==> config.mk <==
export PLATFORM = sky130hd
export DESIGN_NAME = uart_boot_loader
export DESIGN_NICKNAME = d
export VERILOG_FILES = /design/src/rtl/uart_boot_loader.sv
export SDC_FILE = /design/constraint.sdc
export NUM_CORES = 1
export LEC_CHECK = 0
export CAP_MARGIN = 25
export CELL_PAD_IN_SITES_DETAIL_PLACEMENT = 1
export CELL_PAD_IN_SITES_GLOBAL_PLACEMENT = 2
export CORE_MARGIN = 4
export CORE_UTILIZATION = 40
export DETAILED_ROUTE_END_ITERATION = 8
export PLACE_DENSITY = 0.83
export SLEW_MARGIN = 20
export SYNTH_ARGS = -nofsm -noshare
export SYNTH_HDL_FRONTEND = slang
export SYNTH_SLANG_ARGS = --single-unit
==> constraint.sdc <==
create_clock -name i_clk -period 7.26 [get_ports i_clk]
set_input_delay 0.726 -clock i_clk [delete_from_list [all_inputs] [get_ports i_clk]]
set_output_delay 0.726 -clock i_clk [all_outputs]
set_load 0.005 [all_outputs]
==> src/rtl/uart_boot_loader.sv <==
`default_nettype none
// +--------------------------------------------------------------------------+
// | Module  : uart_boot_loader                                               |
// | Purpose : 8N1 UART receiver feeding a boot-protocol engine. Parses a     |
// |           framed program image (MAGIC, LEN lo/hi, LEN little-endian      |
// |           words, XOR checksum), writes each word into instruction        |
// |           memory and holds the core in reset until a checksum-valid      |
// |           image has landed.                                              |
// | Ports   : i_clk        clock (single domain)                             |
// |           i_rst        asynchronous active-high reset                    |
// |           i_clk_en     clock enable; all state except the rx            |
// |                        synchroniser advances only when high              |
// |           i_rx         asynchronous UART line, idle high                 |
// |           o_mem_we     instruction-memory write strobe (qualify with     |
// |                        i_clk_en at the memory)                           |
// |           o_mem_addr   word address of the write                         |
// |           o_mem_wdata  32-bit write data                                 |
// |           o_core_rst   core reset, high until boot completes             |
// |           o_booted     sticky boot-complete flag                         |
// |           o_err        one-enabled-cycle protocol/framing error pulse    |
// | Params  : CLKS_PER_BIT (>=4, even), ADDR_W, MAGIC                        |
// | Revision: 1.0  initial release                                           |
// +--------------------------------------------------------------------------+
module uart_boot_loader #(
  parameter int         CLKS_PER_BIT = 16,
  parameter int         ADDR_W       = 12,
  parameter logic [7:0] MAGIC        = 8'hA5
) (
  input  logic              i_clk,
  input  logic              i_rst,
  input  logic              i_clk_en,
  input  logic              i_rx,
  output logic              o_mem_we,
  output logic [ADDR_W-1:0] o_mem_addr,
  output logic [31:0]       o_mem_wdata,
  output logic              o_core_rst,
  output logic              o_booted,
  output logic              o_err
);

  localparam int                  c_TICK_W  = $clog2(CLKS_PER_BIT);
  localparam logic [c_TICK_W-1:0] c_HALF_M1 = c_TICK_W'(CLKS_PER_BIT / 2 - 1);
  localparam logic [c_TICK_W-1:0] c_FULL_M1 = c_TICK_W'(CLKS_PER_BIT - 1);
  // Largest image the memory can hold, in words; 33 bits so any ADDR_W up
  // to 32 compares cleanly against a 16-bit length.
  localparam logic [32:0]         c_MAX_LEN = 33'(1) << ADDR_W;

  // --------------------------------------------------------------------------
  // RX synchroniser: free-running on i_clk so metastability settles even
  // while the enable is low. Resets to the idle (high) line level.
  // --------------------------------------------------------------------------
  logic r_rx_meta;
  logic r_rx_sync;

  always_ff @(posedge i_clk or posedge i_rst) begin
    if (i_rst) begin
      r_rx_meta <= 1'b1;
      r_rx_sync <= 1'b1;
    end else begin
      r_rx_meta <= i_rx;
      r_rx_sync <= r_rx_meta;
    end
  end

  // --------------------------------------------------------------------------
  // Byte receiver
  // --------------------------------------------------------------------------
  typedef enum logic [1:0] {
    RX_IDLE  = 2'd0,
    RX_START = 2'd1,
    RX_DATA  = 2'd2,
    RX_STOP  = 2'd3
  } rx_state_t;

  rx_state_t           r_rx_state;
  logic [c_TICK_W-1:0] r_tick;
  logic [2:0]          r_bit_idx;
  logic [7:0]          r_shift;
  logic                r_rx_prev;

  logic                w_stop_sample;
  logic                w_byte_valid;
  logic                w_frame_err;
  logic [7:0]          w_byte;

  // The stop-bit sample is consumed by the protocol engine in the same edge,
  // so its registered outputs appear in the enabled cycle that follows.
  assign w_stop_sample = i_clk_en && (r_rx_state == RX_STOP) && (r_tick == c_FULL_M1);
  assign w_byte_valid  = w_stop_sample &&  r_rx_sync;
  assign w_frame_err   = w_stop_sample && !r_rx_sync;
  assign w_byte        = r_shift;

  always_ff @(posedge i_clk or posedge i_rst) begin
    if (i_rst) begin
      r_rx_state <= RX_IDLE;
      r_tick     <= '0;
      r_bit_idx  <= '0;
      r_shift    <= '0;
      r_rx_prev  <= 1'b1;
    end else if (i_clk_en) begin
      // Previous line level tracked every enabled tick, so a start edge right
      // after the stop-bit sample is seen without an extra idle cycle.
      r_rx_prev <= r_rx_sync;
      case (r_rx_state)
        RX_IDLE: begin
          if (r_rx_prev && !r_rx_sync) begin
            r_tick     <= '0;
            r_rx_state <= RX_START;
          end
        end
        RX_START: begin
          // Mid-start-bit check: a line back high here was a glitch.
          if (r_tick == c_HALF_M1) begin
            r_tick    <= '0;
            r_bit_idx <= '0;
            if (r_rx_sync) begin
              r_rx_state <= RX_IDLE;
            end else begin
              r_rx_state <= RX_DATA;
            end
          end else begin
            r_tick <= r_tick + 1'b1;
          end
        end
        RX_DATA: begin
          if (r_tick == c_FULL_M1) begin
            r_tick  <= '0;
            r_shift <= {r_rx_sync, r_shift[7:1]};   // LSB arrives first
            if (r_bit_idx == 3'd7) begin
              r_rx_state <= RX_STOP;
            end else begin
              r_bit_idx <= r_bit_idx + 3'd1;
            end
          end else begin
            r_tick <= r_tick + 1'b1;
          end
        end
        RX_STOP: begin
          if (r_tick == c_FULL_M1) begin
            r_tick     <= '0;
            r_rx_state <= RX_IDLE;
          end else begin
            r_tick <= r_tick + 1'b1;
          end
        end
        default: r_rx_state <= RX_IDLE;
      endcase
    end
  end

  // --------------------------------------------------------------------------
  // Boot protocol engine
  // --------------------------------------------------------------------------
  typedef enum logic [2:0] {
    S_MAGIC = 3'd0,
    S_LEN0  = 3'd1,
    S_LEN1  = 3'd2,
    S_DATA  = 3'd3,
    S_CSUM  = 3'd4,
    S_DONE  = 3'd5,
    S_ERR   = 3'd6
  } state_t;

  state_t            r_state;
  logic [7:0]        r_len_lo;
  logic [15:0]       r_words_left;
  logic [ADDR_W-1:0] r_addr;
  logic [23:0]       r_word;      // first three bytes of the word in flight
  logic [1:0]        r_bcnt;
  logic [7:0]        r_csum;
  logic              r_mem_we;
  logic [ADDR_W-1:0] r_mem_addr;
  logic [31:0]       r_mem_wdata;
  logic              r_core_rst;
  logic              r_booted;
  logic              r_err;

  logic [15:0]       w_len;
  logic              w_len_bad;

  assign w_len     = {w_byte, r_len_lo};
  assign w_len_bad = (w_len == 16'd0) || ({17'd0, w_len} > c_MAX_LEN);

  always_ff @(posedge i_clk or posedge i_rst) begin
    if (i_rst) begin
      r_state      <= S_MAGIC;
      r_len_lo     <= '0;
      r_words_left <= '0;
      r_addr       <= '0;
      r_word       <= '0;
      r_bcnt       <= '0;
      r_csum       <= '0;
      r_mem_we     <= 1'b0;
      r_mem_addr   <= '0;
      r_mem_wdata  <= '0;
      r_core_rst   <= 1'b1;
      r_booted     <= 1'b0;
      r_err        <= 1'b0;
    end else if (i_clk_en) begin
      // Strobes last exactly one enabled cycle.
      r_mem_we <= 1'b0;
      r_err    <= 1'b0;
      case (r_state)
        S_MAGIC: begin
          // Noise and framing errors before a frame starts are ignored.
          if (w_byte_valid && (w_byte == MAGIC)) begin
            r_state <= S_LEN0;
          end
        end
        S_LEN0: begin
          if (w_frame_err) begin
            r_state <= S_ERR;
          end else if (w_byte_valid) begin
            r_len_lo <= w_byte;
            r_state  <= S_LEN1;
          end
        end
        S_LEN1: begin
          if (w_frame_err) begin
            r_state <= S_ERR;
          end else if (w_byte_valid) begin
            if (w_len_bad) begin
              r_state <= S_ERR;
            end else begin
              r_words_left <= w_len;
              r_addr       <= '0;
              r_csum       <= '0;
              r_bcnt       <= '0;
              r_state      <= S_DATA;
            end
          end
        end
        S_DATA: begin
          if (w_frame_err) begin
            r_state <= S_ERR;
          end else if (w_byte_valid) begin
            r_csum <= r_csum ^ w_byte;
            r_word <= {w_byte, r_word[23:8]};
            r_bcnt <= r_bcnt + 2'd1;
            if (r_bcnt == 2'd3) begin
              r_mem_we     <= 1'b1;
              r_mem_addr   <= r_addr;
              r_mem_wdata  <= {w_byte, r_word};
              r_addr       <= r_addr + ADDR_W'(1);
              r_words_left <= r_words_left - 16'd1;
              if (r_words_left == 16'd1) begin
                r_state <= S_CSUM;
              end
            end
          end
        end
        S_CSUM: begin
          if (w_frame_err) begin
            r_state <= S_ERR;
          end else if (w_byte_valid) begin
            if (w_byte == r_csum) begin
              r_booted   <= 1'b1;
              r_core_rst <= 1'b0;
              r_state    <= S_DONE;
            end else begin
              r_state <= S_ERR;
            end
          end
        end
        S_DONE: begin
          // Terminal until reset; further traffic is deliberately ignored.
          r_state <= S_DONE;
        end
        S_ERR: begin
          r_err   <= 1'b1;
          r_state <= S_MAGIC;
        end
        default: r_state <= S_MAGIC;
      endcase
    end
  end

  assign o_mem_we    = r_mem_we;
  assign o_mem_addr  = r_mem_addr;
  assign o_mem_wdata = r_mem_wdata;
  assign o_core_rst  = r_core_rst;
  assign o_booted    = r_booted;
  assign o_err       = r_err;

endmodule
`default_nettype wire

==> results of run 1 <==
==> power by group through the flow <==
stage | clock network [µW] | registers, µW | logic (µW)
after floorplan | 0 | 850 | 126
after global placement | 0 | 878 | 129
after detailed placement | 0 | 880 | 138
after CTS | 854 | 866 | 139
after global routing | 890 | 873 | 158
final | 829 | 867 | 136
==> flip-flops by register name, indices dropped and copies added (netlist names), 2 cells and up, named ones only <==
register / flops
r_bcnt: 2
o_mem_addr: 12
r_bit_idx: 3
r_len_lo: 8
o_mem_wdata: 32
r_tick: 4
r_addr: 12
r_words_left: 16
r_state: 3
r_csum: 8
r_word: 24
r_shift: 8
==> layout by cell type (no fill, tap or decap), drive strengths merged, types with 3 or more instances in the layout <==
cell and instances:
a211o 6, a211oi 3, a21o 4, a21oi 30, a2bb2oi 5, a31oi 5
and2 5, and3 4, and4 4, buf 9, clkbuf 20, clkdlybuf4s50 51
clkinv 5, clkinvlp 4, dfrtp 137, dfstp 4, ha 7, inv 15
mux2 61, nand2 107, nand2b 3, nand3 17, nand4 12, nor2 29
nor3 12, nor3b 14, nor4 10, o21ai 31, o22ai 4, o31ai 12
or2 5, or3 5, or4 11, xnor2 9
==> metal layers <==
| layer | vias to the layer above | track usage (%) |
|---|---|---|
| li1 | 2365 | - |
| met1 | 2590 | 24.9 |
| met2 | 95 | 31.6 |
| met3 | 13 | 4.07 |
| met4 | 0 | 4.42 |
| met5 | - | 0 |
==> worst max path at each step <==
stage / to / cells after the start / slack [ns]
floorplan: async pin / 1 / 2.76
global placement: o_mem_wdata[15] / 5 / 3.00
detailed placement: o_mem_wdata[8] / 6 / 3.10
CTS: o_mem_wdata[8] / 5 / 3.33
global route: r_csum[0] / 7 / 3.71
finish: r_csum[0] / 7 / 3.89
==> kinds of logic after synthesis <==
| group | Yosys count |
|---|---|
| compound gates | 116 |
| xor+xnor | 10 |
| fa+ha+maj | 7 |
| buf+inv | 51 |
| flops | 141 |
| mux | 61 |
| simple gates | 248 |
==> cell type report <==
type	instances	area (µm²)
clock buffer	20	457
clock inverter	12	114
fill	1808	8090
inverter	13	53.8
multi-input combinational	442	2870
sequential	141	3530
tap	216	270
timing repair buffer	60	616
==> per-stage QoR <==
stage | util (%) | hold slack (ns)
final | 49.4 | 0.359
after global routing | 49.4 | 0.361
after CTS | 49.3 | 0.358
after detailed placement | 45.8 | 0.350
after global placement | 45.4 | 0.348
after floorplan | - | 0.345
==> results.ini, run 1 <==
[outcome]
status = finished clean

[yosys]
synth_area_um2 = 6600
ys.flop_type = dfrtp_1
synth-xor-area-share_pct = 1.33
avgSynthCellArea_um2 = 10.4
synth_top_family_by_area = simple AND/OR/NAND/NOR gates
synth_nets = 645
yosysSeqAreaShare_pct = 53.5
ys_top_cells_by_area = dfrtp_1 52%, mux2_2 10%, nand2_1 6.1%, o21ai_0 2.4%, a21oi_1 2.3%
synth-simple-area-share_pct = 19.0
ys_ff_latch = 141
yosys.area.top_type = dfrtp_1
synth.most_common_cell = dfrtp_1
syn_inst = 634
synth_compound_area_share_pct = 11.2
synthAdderAreaFrac_pct = 1.33
synth_cell_types = 57
synthArstFlopShare_pct = 100
yosysWarnings = 0
synth_top_area_share_pct = 51.9
synthTopCellsByCount = 137 x dfrtp_1, 107 x nand2_1, 61 x mux2_2
synthMuxAreaShare_pct = 10.4
synth_edf_count = 0

[clocking]
cts_tree = done
cts_buffer_depth = 2
clkSinkCount = 141
clock_latency_ns = 0.42
cts_resized = 0
clk_root_buffer_cell = clkbuf_16
post-cts-setup-buffers = 0
clk_pin_slew_worst_paths_ns = 0.06
cts_inserted_buffers = 17
cts-htree-levels = 4
hold_buffers = 0

[worst_setup_path]
cp_slowest_cell = nor4_2
slowest_delay_ns = 0.87
timing.rr.start = r_shift[5]
critPathMaxFanout = 36
crit_family = simple AND/OR/NAND/NOR gates
r2r_cells = 5
endpoint_kind = register
crit_arrival_ns = 3.67
worstSetupPathType = primary input to register
path_cells = clkdlybuf4s50_1 > and2_0 > a32oi_2 > buf_4 > nor4_2 > nor2_2 > a211o_1
reg2reg_setup_slack_ns = 4.08
reg2reg_to = r_addr[1]
cp-startpoint = i_clk_en
crit_buf_inv = 2
cp.required_ns = 7.56
critPathLaunchType = primary input

[layout]
drive_gt1_share_pct = 17.4
n_antenna_cell = 0
design_area_um2 = 7910
layout.nets = 686
instances_no_fill = 904
area_growth_pct = 19.9

[sta]
fin_skew_ns = 0.00868
fmax_mhz = 297
min_period_over_period_pct = 46.4
rsz0062_at_grt = no
worstMarginPinSlew_ns = 1.01
setup_viol = 0
fin_crit_ns = 3.37
fin_ws_ns = 3.89
fin_tns_setup_ns = 0
hold_viol_final = 0
slew_violations = 0
relSlewSlack_pct = 32.0

[power_and_ir_drop]
power.internal_uw = 1360
power_frac_seq_pct = 47.3
power_uw = 1830
p_switching_uw = 473
netSwitchingFraction_pct = 25.8
clkPwrFrac_pct = 45.3
p_per_area_nw_per_um2 = 232
leakagePower_uw = 0.00362
power_frac_comb_pct = 7.4
ir_drop_mv = 0.173

[global_routing]
grt_pass1_wl_mm = 27.6
grt_usage_pct = 18.8
antenna_found_initial = 0
grt_overflow = 0
grt_pass1_vias = 5146
grt_max_degree = 60

[drt]
m1WireLength_mm = 7.48
top_layer_used = met4
wl_mm = 16.7
wl_met2_mm = 8.44
first_pass_iters = 5
drcViolationCount = 0
wl_met3_um = 632
wl_per_cell_um = 18.5
drtIter0Drc = 288
num_vias = 5063
via_per_inst = 5.60
drtAntennaViolNets = 0

[floorplan]
fp.dieW_um = 136
die_area_um2 = 18600
initial_core_util_pct = 41.2
rows = 46
core_um2 = 16000
num_io_pins = 52
die_h_um = 136

[placed_design]
finalWeightedCongestion = 0.762
detailedPlacementHpwl_mm = 11.2
place_ws_ns = 3.10
post-place-cells = 871
post_dp_cell_area_um2 = 7320
io_buffer_count = 51

[min_path]
hold_start = r_rx_meta
worstHoldEndpoint = r_rx_sync
hold_class = register to register
hold_depth = 0

[flow_run]
timing.max_cap.violations = 0

(Power assumes the default switching activity.)
==> run 2: changes to the inputs <==
--- a/config.mk
+++ b/config.mk
@@ -9,9 +9,9 @@
 export CELL_PAD_IN_SITES_DETAIL_PLACEMENT = 1
 export CELL_PAD_IN_SITES_GLOBAL_PLACEMENT = 2
 export CORE_MARGIN = 4
-export CORE_UTILIZATION = 40
+export CORE_UTILIZATION = 34
 export DETAILED_ROUTE_END_ITERATION = 8
-export PLACE_DENSITY = 0.83
+export PLACE_DENSITY = 0.75
 export SLEW_MARGIN = 20
 export SYNTH_ARGS = -nofsm -noshare
 export SYNTH_HDL_FRONTEND = slang
==> constraint.sdc (replaced) <==
create_clock -name i_clk -period 3 [get_ports i_clk]
set_input_delay 0.3 -clock i_clk [delete_from_list [all_inputs] [get_ports i_clk]]
set_output_delay 0.3 -clock i_clk [all_outputs]
set_load 0.005 [all_outputs]
==> run 2 against run 1 <==
Against the previous run: cell count up 6.6%; total power up 150%; cell area up 2.5%; combinational power rose to 2.5 times the previous value; die area up 17%; setup slack worse by 3.5 ns; clock skew down 0.00083 ns; sequential power up 140%.
==> results.ini, run 2 (synthesis gave the netlist of run 1 again) <==
[outcome]
status = finished clean

[floorplan]
die_area_um2 = 21700  ; +17%
initial_core_util_pct = 34.9  ; -6.3 points
die_h_um = 147  ; +8.0%
rows = 50  ; +8.7%
core_um2 = 18900  ; +18%
num_io_pins = 52  ; unchanged
fp.dieW_um = 147  ; +8.0%

[worst_setup_path]
cp.required_ns = 3.35  ; -4.21 ns
slowest_delay_ns = 0.58  ; -0.29 ns
worstSetupPathType = register to register
critPathLaunchType = register
crit_arrival_ns = 2.95  ; -0.72 ns
endpoint_kind = register
path_cells = or4_1 > or2_4 > o31a_1 > or4_1 > a21oi_1
critPathMaxFanout = 20  ; -44%
cp_slowest_cell = o31a_1
crit_family = simple AND/OR/NAND/NOR gates
crit_buf_inv = 0  ; -2
crit_path_frequent_cell = or4_1

[clocking]
clock_latency_ns = 0.43  ; about the same
cts_inserted_buffers = 17  ; unchanged
post-cts-setup-buffers = 0  ; unchanged
cts_buffer_depth = 2  ; unchanged
clkSinkCount = 141  ; unchanged
cts_resized = 0  ; unchanged
cts_tree = done
clk_pin_slew_worst_paths_ns = 0.07  ; about the same
hold_buffers = 0  ; unchanged
cts-htree-levels = 4  ; unchanged
clk_root_buffer_cell = clkbuf_16

[sta]
worstMarginPinSlew_ns = 0.871  ; -0.140 ns
rsz0062_at_grt = no
hold_viol_final = 0  ; unchanged
fin_crit_ns = 2.59
fmax_mhz = 385
min_period_over_period_pct = 86.5
slew_violations = 0  ; unchanged
setup_viol = 0  ; unchanged
fin_skew_ns = 0.00785  ; -0.000827 ns
relSlewSlack_pct = 42.0  ; +9.9 points
fin_tns_setup_ns = 0  ; unchanged

[power_and_ir_drop]
power_frac_comb_pct = 7.5  ; about the same
p_per_area_nw_per_um2 = 563  ; +140%
netSwitchingFraction_pct = 27.9  ; +2.1 points
leakagePower_uw = 0.00372  ; +2.7%
p_switching_uw = 1270  ; +170%
clkPwrFrac_pct = 46.5  ; +1.2 points
ir_drop_mv = 0.395  ; +130%
power.internal_uw = 3290  ; +140%
power_frac_seq_pct = 46.0  ; -1.3 points

[drt]
num_vias = 5044  ; -0.38%
drtAntennaViolNets = 0  ; unchanged
wl_per_cell_um = 17.6  ; -4.9%
first_pass_iters = 5  ; unchanged
drtIter0Drc = 216  ; -25%
drcViolationCount = 0  ; unchanged
wl_mm = 16.9  ; +1.4%
via_per_inst = 5.23  ; -6.6%

[layout]
n_antenna_cell = 0  ; unchanged
drive_gt1_share_pct = 19.3  ; +1.9 points
final_common_cell = dfrtp_1
area_growth_pct = 22.8
fill_cells = 2089  ; +16%
final_core_util_pct = 42.9  ; -6.5 points
layout.nets = 702  ; +2.3%
largest_register_ffs = 32  ; unchanged
final_cell_mix = 137 x dfrtp_1, 106 x nand2_1, 61 x mux2_2, 51 x clkdlybuf4s50_1, 31 x o21ai_0

[global_routing]
antenna_found_initial = 0  ; unchanged
grt_max_degree = 142  ; +140%
grt_pass1_vias = 5310  ; +3.2%
grt_pass1_wl_mm = 28.6  ; +3.4%
grt_overflow = 0  ; unchanged
grt_usage_pct = 16.3  ; -2.5 points

[min_path]
hold_class = primary input to register

[placed_design]
finalWeightedCongestion = 0.796  ; +4.4%
detailedPlacementHpwl_mm = 11.4  ; +1.6%
io_buffer_count = 51  ; unchanged

[flow_run]
timing.max_cap.violations = 0  ; unchanged

## run 2: cell types whose count changed in the layout (fill, tap and decap cells not counted), sizes merged
cell	change
buf	+16
inv	+6
clkbuf	-3
clkinv	-2
clkinvlp	-1
## run 2: cell type report
| cell class | instances | area, µm² | share of cell area, % |
|---|---|---|---|
| clock buffer | 17 | 425 | 5.25 |
| clock inverter | 15 | 168 | 2.07 |
| inverter | 13 | 52.6 | 0.648 |
| multi-input combinational | 442 | 2870 | 35.4 |
| sequential | 141 | 3530 | 43.6 |
| tap | 260 | 325 | 4.01 |
| timing repair buffer | 76 | 736 | 9.08 |
## run 2: final timing paths
check | cells after the start | slack, ns | end | startpoint
worst max-delay path | 5 | 0.41 | r_addr[9] | r_state[0]
worst min-delay path | 1 | 0.27 | r_rx_meta | i_rx
worst max register to register | 5 | 0.41 | r_addr[9] | r_state[0]
worst min register to register | 0 | 0.36 | r_rx_sync | r_rx_meta
max in group asynchronous | 3 | 2.00 | o_mem_wdata[24] | i_rst
min in group asynchronous | 3 | 0.49 | o_mem_addr[0] | i_rst
## run 2: layer usage
metal	GRT usage [%]	routed length (µm)	vias to the layer above
met5	0	0	-
met4	5.50	289	0
met3	3.21	531	26
met2	26.4	8080	83
met1	22.0	8050	2541
li1	-	-	2394
## run 2: stage by stage
step | instance area, µm² | total power (µW) | instances | hold WS (ns) | setup WS (ns)
after global placement | 7510 | 2460 | 932 | 0.350 | 0.472
after global routing | 8110 | 4780 | 964 | 0.267 | 0.219
after detailed placement | 7510 | 2480 | 932 | 0.349 | 0.395
final | 8110 | 4560 | 964 | 0.275 | 0.405
after CTS | 8110 | 4620 | 964 | 0.259 | 0.363
after floorplan | 6600 | 2360 | 634 | 0.304 | 0.652
## run 2: worst reg2reg max path: stages (launching register included)
cell     delay (ns)
dfrtp_1        0.47
or4_1          0.45
or2_4          0.28
o31a_1         0.58
or4_1          0.58
a21oi_1        0.16
## run 2: power by group through the flow
stage / Sequential [µW] / Combinational (µW) / Clock, µW
CTS: 2100 / 347 / 2180
global placement: 2130 / 330 / 0
global route: 2120 / 386 / 2280
finish: 2100 / 340 / 2120
floorplan: 2060 / 306 / 0
detailed placement: 2130 / 344 / 0
==> run 3: changes to the inputs <==
--- a/config.mk
+++ b/config.mk
@@ -12,6 +12,7 @@
 export CORE_UTILIZATION = 34
 export DETAILED_ROUTE_END_ITERATION = 8
 export PLACE_DENSITY = 0.75
+export SETUP_SLACK_MARGIN = 0.2
 export SLEW_MARGIN = 20
 export SYNTH_ARGS = -nofsm -noshare
 export SYNTH_HDL_FRONTEND = slang
==> results of run 3 <==
Same layout as run 2: the final DEF is identical, and so are final timing and power.
